--- src/rtl/mioc_reset_seq.sv ---
// Reset sequencer: synchronise and debounce reset sources, route them onto reset outputs,
// stretch, then release outputs in order. Optional sticky cause register: MIOC_RSTCAUSE_EN.
module mioc_reset_seq #(
  parameter int unsigned NUM_SRC      = 2,
  parameter int unsigned NUM_OUT      = 3,
  parameter int unsigned DEBOUNCE_CYC = 4,
  parameter int unsigned STRETCH_CYC  = 16,
  parameter int unsigned STAGGER_CYC  = 4,
  parameter logic [NUM_SRC*NUM_OUT-1:0] SRC_OUT_MASK = {3'b101, 3'b111}
) (
  input  logic               B_PHI,
  input  logic               PORRST_N,
  input  logic [NUM_SRC-1:0] SRC_N,
`ifdef MIOC_RSTCAUSE_EN
  input  logic               CAUSE_CLR,
  output logic [NUM_SRC:0]   RST_CAUSE,
`endif
  output logic [NUM_OUT-1:0] RSTOUT_N,
  output logic               BUSY
);

  localparam int unsigned DB_W = $clog2(DEBOUNCE_CYC) + 1;
  localparam int unsigned ST_W = $clog2(STRETCH_CYC) + 1;
  localparam int unsigned SG_W = $clog2(STAGGER_CYC) + 1;
  localparam int unsigned IX_W = $clog2(NUM_OUT) + 1;

  typedef enum logic [1:0] {IDLE, HOLD, STRETCH, RELEASE} state_e;

  logic [NUM_SRC-1:0] sync1_q, sync2_q, act_q;
  logic [DB_W-1:0]    db_cnt_q [NUM_SRC];
  state_e             state_q;
  logic [NUM_OUT-1:0] am_q, rstout_q;
  logic               busy_q;
  logic [ST_W-1:0]    st_cnt_q;
  logic [SG_W-1:0]    sg_cnt_q;
  logic [IX_W-1:0]    idx_q;
  logic [NUM_OUT-1:0] row_or_c, am_hold_c, rel_c;
  logic               any_c;

  // Routing of asserted sources and one-hot select of the output being released.
  always_comb begin
    row_or_c = '0;
    for (int s = 0; s < NUM_SRC; s++) begin
      if (act_q[s]) row_or_c = row_or_c | SRC_OUT_MASK[s*NUM_OUT +: NUM_OUT];
    end
    any_c     = |act_q;
    am_hold_c = am_q | row_or_c;
    rel_c     = '0;
    for (int i = 0; i < NUM_OUT; i++) begin
      if (idx_q == IX_W'(i)) rel_c[i] = 1'b1;
    end
  end

  // Two-flop synchroniser plus per-source debounce; act_q is 1 while a source is asserted.
  always_ff @(posedge B_PHI) begin
    if (!PORRST_N) begin
      sync1_q <= '1;
      sync2_q <= '1;
      act_q   <= '0;
      for (int s = 0; s < NUM_SRC; s++) db_cnt_q[s] <= '0;
    end else begin
      sync1_q <= SRC_N;
      sync2_q <= sync1_q;
      for (int s = 0; s < NUM_SRC; s++) begin
        if ((~sync2_q[s]) != act_q[s]) begin
          if (db_cnt_q[s] == DB_W'(DEBOUNCE_CYC - 1)) begin
            act_q[s]    <= ~act_q[s];
            db_cnt_q[s] <= '0;
          end else begin
            db_cnt_q[s] <= db_cnt_q[s] + DB_W'(1);
          end
        end else begin
          db_cnt_q[s] <= '0;
        end
      end
    end
  end

  // Sequencer FSM; outputs are computed for the state being entered so they stay registered.
  always_ff @(posedge B_PHI) begin
    if (!PORRST_N) begin
      state_q  <= STRETCH;
      am_q     <= '1;
      rstout_q <= '0;
      busy_q   <= 1'b1;
      st_cnt_q <= '0;
      sg_cnt_q <= '0;
      idx_q    <= '0;
    end else begin
      case (state_q)
        IDLE: begin
          rstout_q <= '1;
          busy_q   <= 1'b0;
          if (any_c) begin
            state_q  <= HOLD;
            am_q     <= am_hold_c;
            rstout_q <= ~am_hold_c;
            busy_q   <= 1'b1;
          end
        end
        HOLD: begin
          am_q     <= am_hold_c;
          rstout_q <= ~am_hold_c;
          if (!any_c) begin
            state_q  <= STRETCH;
            st_cnt_q <= '0;
          end
        end
        STRETCH: begin
          if (any_c) begin
            state_q  <= HOLD;
            am_q     <= am_hold_c;
            rstout_q <= ~am_hold_c;
            st_cnt_q <= '0;
          end else if (st_cnt_q == ST_W'(STRETCH_CYC - 1)) begin
            state_q  <= RELEASE;
            idx_q    <= '0;
            sg_cnt_q <= '0;
          end else begin
            st_cnt_q <= st_cnt_q + ST_W'(1);
          end
        end
        RELEASE: begin
          // A fresh assertion beats a counter expiry and re-asserts already released outputs.
          if (any_c) begin
            state_q  <= HOLD;
            am_q     <= am_hold_c;
            rstout_q <= ~am_hold_c;
            idx_q    <= '0;
            sg_cnt_q <= '0;
          end else if (sg_cnt_q == SG_W'(STAGGER_CYC - 1)) begin
            rstout_q <= rstout_q | rel_c;
            sg_cnt_q <= '0;
            if (idx_q == IX_W'(NUM_OUT - 1)) begin
              state_q <= IDLE;
              am_q    <= '0;
              busy_q  <= 1'b0;
              idx_q   <= '0;
            end else begin
              idx_q <= idx_q + IX_W'(1);
            end
          end else begin
            sg_cnt_q <= sg_cnt_q + SG_W'(1);
          end
        end
        default: state_q <= IDLE;
      endcase
    end
  end

`ifdef MIOC_RSTCAUSE_EN
  logic [NUM_SRC:0] cause_q;

  // Sticky cause bits; a source asserted this cycle forces HOLD, so it sets its bit even during a clear.
  always_ff @(posedge B_PHI) begin
    if (!PORRST_N) begin
      cause_q <= {1'b1, {NUM_SRC{1'b0}}};
    end else begin
      cause_q <= (CAUSE_CLR ? '0 : cause_q) | {1'b0, act_q};
    end
  end

  assign RST_CAUSE = cause_q;
`endif

  assign RSTOUT_N = rstout_q;
  assign BUSY     = busy_q;

endmodule

--- config.mk ---
export PLATFORM = sky130hd
export DESIGN_NAME = mioc_reset_seq
export DESIGN_NICKNAME = d
export VERILOG_FILES = /design/src/rtl/mioc_reset_seq.sv
export SDC_FILE = /design/constraint.sdc
export NUM_CORES = 1
export LEC_CHECK = 0
export BUFFER_PORTS_ARGS = -buffer_cell sky130_fd_sc_hd__buf_2
export CORE_MARGIN = 4
export CORE_UTILIZATION = 45
export DETAILED_ROUTE_END_ITERATION = 8
export PLACE_DENSITY = 0.58
export SLEW_MARGIN = 20
export SYNTH_ARGS = -nofsm -noshare
export SYNTH_HDL_FRONTEND = slang
export SYNTH_SLANG_ARGS = --single-unit
export TNS_END_PERCENT = 1
--- constraint.sdc ---
create_clock -name B_PHI -period 3.01 [get_ports B_PHI]
set_input_delay 0.301 -clock B_PHI [delete_from_list [all_inputs] [get_ports B_PHI]]
set_output_delay 0.301 -clock B_PHI [all_outputs]
set_load 0.05 [all_outputs]
==> results of run 1 <==
-- cells by family (layout without fill, tap and decap cells) --
| family | count (synthesis) | count (layout) |
|---|---|---|
| and+or+nand+nor | 68 | 68 |
| AOI/OAI and AO/OA | 40 | 40 |
| DFF | 32 | 32 |
| buffers and inverters | 21 | 26 |
| adders and majority gates | 11 | 11 |
| xor gates and xnor gates | 4 | 4 |
| muxes | 3 | 3 |
| other | 1 | 6 |
-- metal layers --
metal | vias up | track usage | wire (um)
met5 | - | 0 | 0
li1 | 654 | - | -
met2 | 31 | 0.221 | 1410
met3 | 9 | 0.0494 | 144
met4 | 0 | 0.0586 | 66
met1 | 601 | 0.173 | 1450
-- worst max-delay path, cell delays in order, from the launching register on --
cell and delay, ns:
dfxtp_1 0.40, ha_1 0.51, or3b_2 0.57, o22ai_2 0.24, mux2i_1 0.21, nor2_1 0.05
-- cell type report --
cell class                 instances  area (sq um)
tap                               46          57.6
timing repair buffer               7          35.0
clock buffer                       7          76.3
multi-input combinational        132           915
fill                             344          1640
inverter                          12          45.0
sequential                        32           701
-- worst paths after layout --
kind / depth (start not counted) / slack [ns] / startpoint / end
worst min-delay path: 2 / 0.21 / SRC_N[0] / sync1_q[0]$_SDFF_PN1_
worst min register to register: 1 / 0.41 / sync1_q[1]$_SDFF_PN1_ / sync2_q[1]$_SDFF_PN1_
worst max register to register: 5 / 0.90 / state_q[0]$_SDFFE_PN0P_ / idx_q[0]$_SDFFE_PN0P_
worst max-delay path: 5 / 0.90 / state_q[0]$_SDFFE_PN0P_ / idx_q[0]$_SDFFE_PN0P_
-- power by group through the flow --
stage	combinational [uW]	clock, uW	sequential [uW]
floorplan	406	0	577
global placement	524	0	541
detailed placement	527	0	546
CTS	530	308	536
global route	588	330	544
finish	534	294	537
-- cells in the mapped netlist (2+ instances only) --
| master | n | area, sq um |
|---|---|---|
| dfxtp_1 | 26 | 521 |
| nor2_1 | 20 | 75.1 |
| inv_1 | 12 | 45.0 |
| ha_1 | 11 | 138 |
| a21oi_1 | 10 | 50.1 |
| nand2_1 | 9 | 33.8 |
| clkbuf_1 | 8 | 30.0 |
| edfxtp_1 | 6 | 180 |
| nand2b_1 | 6 | 37.5 |
| nand3_1 | 5 | 25.0 |
| nor2b_1 | 4 | 25.0 |
| o21ai_0 | 4 | 20.0 |
| or3_1 | 4 | 25.0 |
| xor2_1 | 4 | 35.0 |
| mux2i_1 | 3 | 30.0 |
| nor3_1 | 3 | 15.0 |
| o211ai_1 | 3 | 22.5 |
| or2_2 | 3 | 18.8 |
| a211oi_1 | 2 | 15.0 |
| a21o_1 | 2 | 15.0 |
| and3_1 | 2 | 12.5 |
| nand4_1 | 2 | 12.5 |
| nor3b_1 | 2 | 15.0 |
| o22ai_1 | 2 | 12.5 |
-- registers in the layout, indices dropped and copies added, names as in the netlist --
| signal | flops |
|---|---|
| sync1_q | 2 |
| RSTOUT_N | 3 |
| sg_cnt_q | 3 |
| am_q | 3 |
| BUSY | 1 |
| sync2_q | 2 |
| act_q | 2 |
| state_q | 2 |
| st_cnt_q | 5 |
| idx_q | 3 |
| db_cnt_q | 6 |
-- per-stage QoR --
step / hold WS [ns] / utilization / setup WS [ns] / cells
after floorplan: 0.374 / - / 1.22 / 185
after detailed placement: 0.401 / 0.505 / 0.922 / 229
after global routing: 0.205 / 0.527 / 0.733 / 236
after CTS: 0.196 / 0.527 / 0.917 / 236
after global placement: 0.389 / 0.505 / 0.990 / 229
final: 0.206 / 0.527 / 0.896 / 236
==> impl_metrics.env, run 1 <==
export IMPL_synth_fa_ha_area_frac=0.0821
export IMPL_post_cts_resized=0
export IMPL_io_pins=8
export IMPL_clkPwrFrac=0.215
export IMPL_final_cell_mix="dfxtp_1, nor2_1, inv_1, ha_1, a21oi_1"
export IMPL_power_frac_seq=0.393
export IMPL_leakagePower_uw=0.000770
export IMPL_core_sq_um=3470
export IMPL_synthXorXnorAreaFrac=0.0209
export IMPL_netlist_instances=180
export IMPL_synth_async_reset_ratio=0
export IMPL_antenna_found_initial=0
export IMPL_mostFrequentLayoutCell="dfxtp_1"
export IMPL_port_buffers=7
export IMPL_crit_type="flop to flop"
export IMPL_grt_start_max_net_pins=15
export IMPL_final_area_sq_um=1830
export IMPL_overflow=0
export IMPL_antenna_left=0
export IMPL_hold_viol=0
export IMPL_antenna_diode_count=0
export IMPL_drv_slew=0
export IMPL_yosysWarnings=0
export IMPL_end_kind="flop"
export IMPL_ctsLongestPathBuffers=2
export IMPL_crit_path_start_kind="flop"
export IMPL_setup_viol=0
export IMPL_post_synth_mux_area_share=0.0179
export IMPL_synthFlopType="dfxtp_1"
export IMPL_num_vias=1295
export IMPL_cts_setup_buffers=0
export IMPL_finalSetupTns_ns=0
export IMPL_syn_area_sq_um=1680
export IMPL_dr_pass1_iters=5
export IMPL_grt_pass1_wl_mm=5.44
export IMPL_area_growth_pct=9.10
export IMPL_pwr_share_comb=0.391
export IMPL_cap_violations=0
export IMPL_cts_root_buf="clkbuf_8"
export IMPL_power_internal_uw=868
export IMPL_fp_dieW_um=69.0
export IMPL_routedWlPerCell_um=13.0
export IMPL_viasPerCell=5.49
export IMPL_drive_gt1_frac=0.126
export IMPL_critPathMaxFanout=14
export IMPL_syn_area_per_cell_sq_um=9.31
export IMPL_grt_setup_unrepaired="false"
export IMPL_min_path_type="input pin to flop"
export IMPL_hpwl_mm=2.30
export IMPL_cts_made_buffers=5
export IMPL_grt_pass1_vias=1252
export IMPL_vdd_drop_max_mv=0.492
export IMPL_std_cell_rows=21
export IMPL_fin_crit_sh=0.702
export IMPL_synth_enable_flop_cells=6
export IMPL_switching_share=0.364
export IMPL_final_nets=205
export IMPL_status="complete, no violations"
export IMPL_clock_skew_ns=0.00438
export IMPL_holdBufCountCts=0
export IMPL_synth_compound_area_frac=0.190
export IMPL_start_util=0.483
export IMPL_insertion_delay_ns=0.28
export IMPL_finalWirelength_mm=3.06
export IMPL_synth_simple_area_share=0.222
export IMPL_ys_ff_latch=32
export IMPL_htree_levels=2
export IMPL_cts_tree="done"
export IMPL_finalPower_uw=1360
export IMPL_maxSlewHeadroom=0.654
export IMPL_synthDistinctLibCells=51
export IMPL_period_minus_slack_ns=2.11
export IMPL_drt_iter0_drc=37
export IMPL_powerDensity_nw_per_um2=746
export IMPL_worstPathRequired_ns=3.16
export IMPL_cp_arrival_ns=2.27
export IMPL_worstMarginPinSlew_ns=0.520
export IMPL_clock_fmax_mhz=473
export IMPL_drc_errors=0
export IMPL_die_area_sq_um=4770
export IMPL_die_h_um=69.0
export IMPL_clkTransAtPathRegs_ns=0.06
export IMPL_cts_sinks=32
export IMPL_post_dp_cell_area_sq_um=1750
export IMPL_globalRouteTotalUtil=0.140
export IMPL_synth_top_family_by_area="simple AND/OR/NAND/NOR gates"
export IMPL_ys_seq_area_frac=0.418
export IMPL_switchingPower_uw=496
export IMPL_gp_congestion=0.786
(Power assumes the default switching activity.)
==> run 2, diff against run 1 <==
- PLACE_DENSITY: 0.58 -> 0.61
- clock period: 3.01 -> 1.7 ns (I/O delays scaled with it)
==> run 2 against run 1 <==
Net effect:
- the run now ends with setup timing left
- combinational power increased by 140%
- clock power increased by 82%
- count of clock-buffer cells in the layout unchanged
- design area increased by 16%
- first-iteration DRC count increased by 73%
- sequential cell count unchanged
==> impl_metrics.env, run 2 (synthesized netlist as in run 1, its figures left out) <==
export IMPL_status="finished, violations left"
export IMPL_violations="setup timing"
export IMPL_cp_arrival_ns=1.94
export IMPL_setup_slack_ns=-0.0295
export IMPL_cap_violations=0
export IMPL_clock_fmax_mhz=578
export IMPL_gp_congestion=0.930
export IMPL_antenna_left=0
export IMPL_worstPathRequired_ns=1.91
export IMPL_maxSlewHeadroom=0.665
export IMPL_clock_skew_ns=0.00491
export IMPL_largest_register_ffs=6
export IMPL_crit_type="flop to flop"
export IMPL_leakagePower_uw=0.000907
export IMPL_dr_pass1_iters=4
export IMPL_final_cell_mix="buf_4, dfxtp_1, nor2_1, inv_1"
export IMPL_drc_errors=0
export IMPL_insertion_delay_ns=0.28
export IMPL_hpwl_mm=2.71
export IMPL_crit_path_start_kind="flop"
export IMPL_start_util=0.483
export IMPL_whs_ns=0.0633
export IMPL_port_buffers=7
export IMPL_hp_start="SRC_N[0]"
export IMPL_vdd_drop_max_mv=0.818
export IMPL_rr_startpoint="st_cnt_q[1]$_SDFFE_PN0P_"
export IMPL_grt_start_max_net_pins=14
export IMPL_drive_gt1_frac=0.310
export IMPL_final_nets=230
export IMPL_min_path_type="input pin to flop"
export IMPL_antenna_found_initial=0
export IMPL_std_cell_rows=21
export IMPL_top_regs="db_cnt_q: 6 flops, st_cnt_q: 5 flops"
export IMPL_finalPower_uw=2810
export IMPL_cts_made_buffers=5
export IMPL_drt_iter0_drc=64
export IMPL_io_pins=8
export IMPL_worstMarginPinSlew_ns=0.502
export IMPL_ctsLongestPathBuffers=2
export IMPL_cts_root_buf="clkbuf_8"
export IMPL_overflow=0
export IMPL_htree_levels=2
export IMPL_num_vias=1422
export IMPL_antenna_diode_count=0
export IMPL_area_growth_pct=27.1
export IMPL_end_kind="flop"
export IMPL_die_h_um=69.0
export IMPL_grt_pass1_vias=1391
export IMPL_period_minus_slack_ns=1.73
export IMPL_fp_dieW_um=69.0
export IMPL_cp_startpoint="st_cnt_q[1]$_SDFFE_PN0P_"
export IMPL_finalWirelength_mm=3.74
export IMPL_globalRouteTotalUtil=0.165
export IMPL_largest_register="db_cnt_q"
export IMPL_holdBufCountCts=0
export IMPL_cts_sinks=32
export IMPL_cts_tree="done"
export IMPL_routedWlPerCell_um=14.3
export IMPL_drv_slew=0
export IMPL_r2r_slack_ns=-0.03
export IMPL_clkTransAtPathRegs_ns=0.06
export IMPL_fin_crit_sh=1.02
export IMPL_setup_viol=1
export IMPL_mostFrequentLayoutCell="buf_4"
export IMPL_grt_setup_unrepaired="true"
export IMPL_critPathMaxFanout=5
export IMPL_hold_viol=0
export IMPL_viasPerCell=5.43
export IMPL_powerDensity_nw_per_um2=1320
export IMPL_core_sq_um=3470
export IMPL_grt_pass1_wl_mm=6.27
export IMPL_die_area_sq_um=4770
export IMPL_utilization=0.614
## run 2: cell types whose count changed in the layout (fill, tap and decap cells not counted), sizes merged
cell,delta
clkinv,+1
buf,+25
## run 2: timing repair
| item | CTS | global route |
|---|---|---|
| setup buffers | 2 | 0 |
| setup endpoints to repair | 7 | 13 |
| pin swaps | 4 | 1 |
| gates cloned | 0 | 0 |
| endpoints found under the hold margin | 0 | 0 |
| gates resized for setup | 5 | 9 |
## run 2: final timing paths
| kind | endpoint | depth (start not counted) |
|---|---|---|
| max reg2reg | idx_q[2]$_SDFFE_PN0P_ | 7 |
| min | sync1_q[0]$_SDFF_PN1_ | 2 |
| min reg2reg | sync2_q[1]$_SDFF_PN1_ | 1 |
| max | idx_q[2]$_SDFFE_PN0P_ | 7 |
## run 2: layer usage
layer  GRT usage  vias up  routed length [um]
met5           0        -                   0
met4      0.0716        0                  72
met3      0.0480        8                 125
met2       0.293       19                1930
met1       0.180      687                1610
li1            -      708                   -
## run 2: report_power, final
group	total (uW)	switching [uW]	internal, uW	leakage, uW
logic	1300	680	619	0.000592
clock network	536	252	284	0.0000399
registers	972	85.3	887	0.000275
total	2810	1020	1790	0.000907
## run 2: metrics by stage
stage | cell area [sq um] | setup TNS, ns | std cells | worst slack [ns]
detailed placement | 1960 | -0.493 | 252 | -0.138
global placement | 1960 | -0.147 | 252 | -0.0571
global route | 2130 | -0.363 | 262 | -0.100
CTS | 2080 | -0.0232 | 262 | -0.0170
floorplan | 1730 | -0.0168 | 185 | -0.0168
finish | 2130 | -0.0295 | 262 | -0.0295
## run 2: layout make-up
cell class | instances | area [sq um]
multi-input combinational | 132 | 1020
sequential | 32 | 708
tap | 46 | 57.6
clock buffer | 7 | 76.3
timing repair buffer | 32 | 223
clock inverter | 1 | 3.75
fill | 316 | 1340
inverter | 12 | 45.0
## run 2: worst max-delay path: stages (launching register included)
cell and delay [ns]:
dfxtp_2 0.35, ha_4 0.14, and3_4 0.19, ha_4 0.14
and4bb_2 0.30, o22ai_4 0.10, or3_1 0.32, a21oi_1 0.13
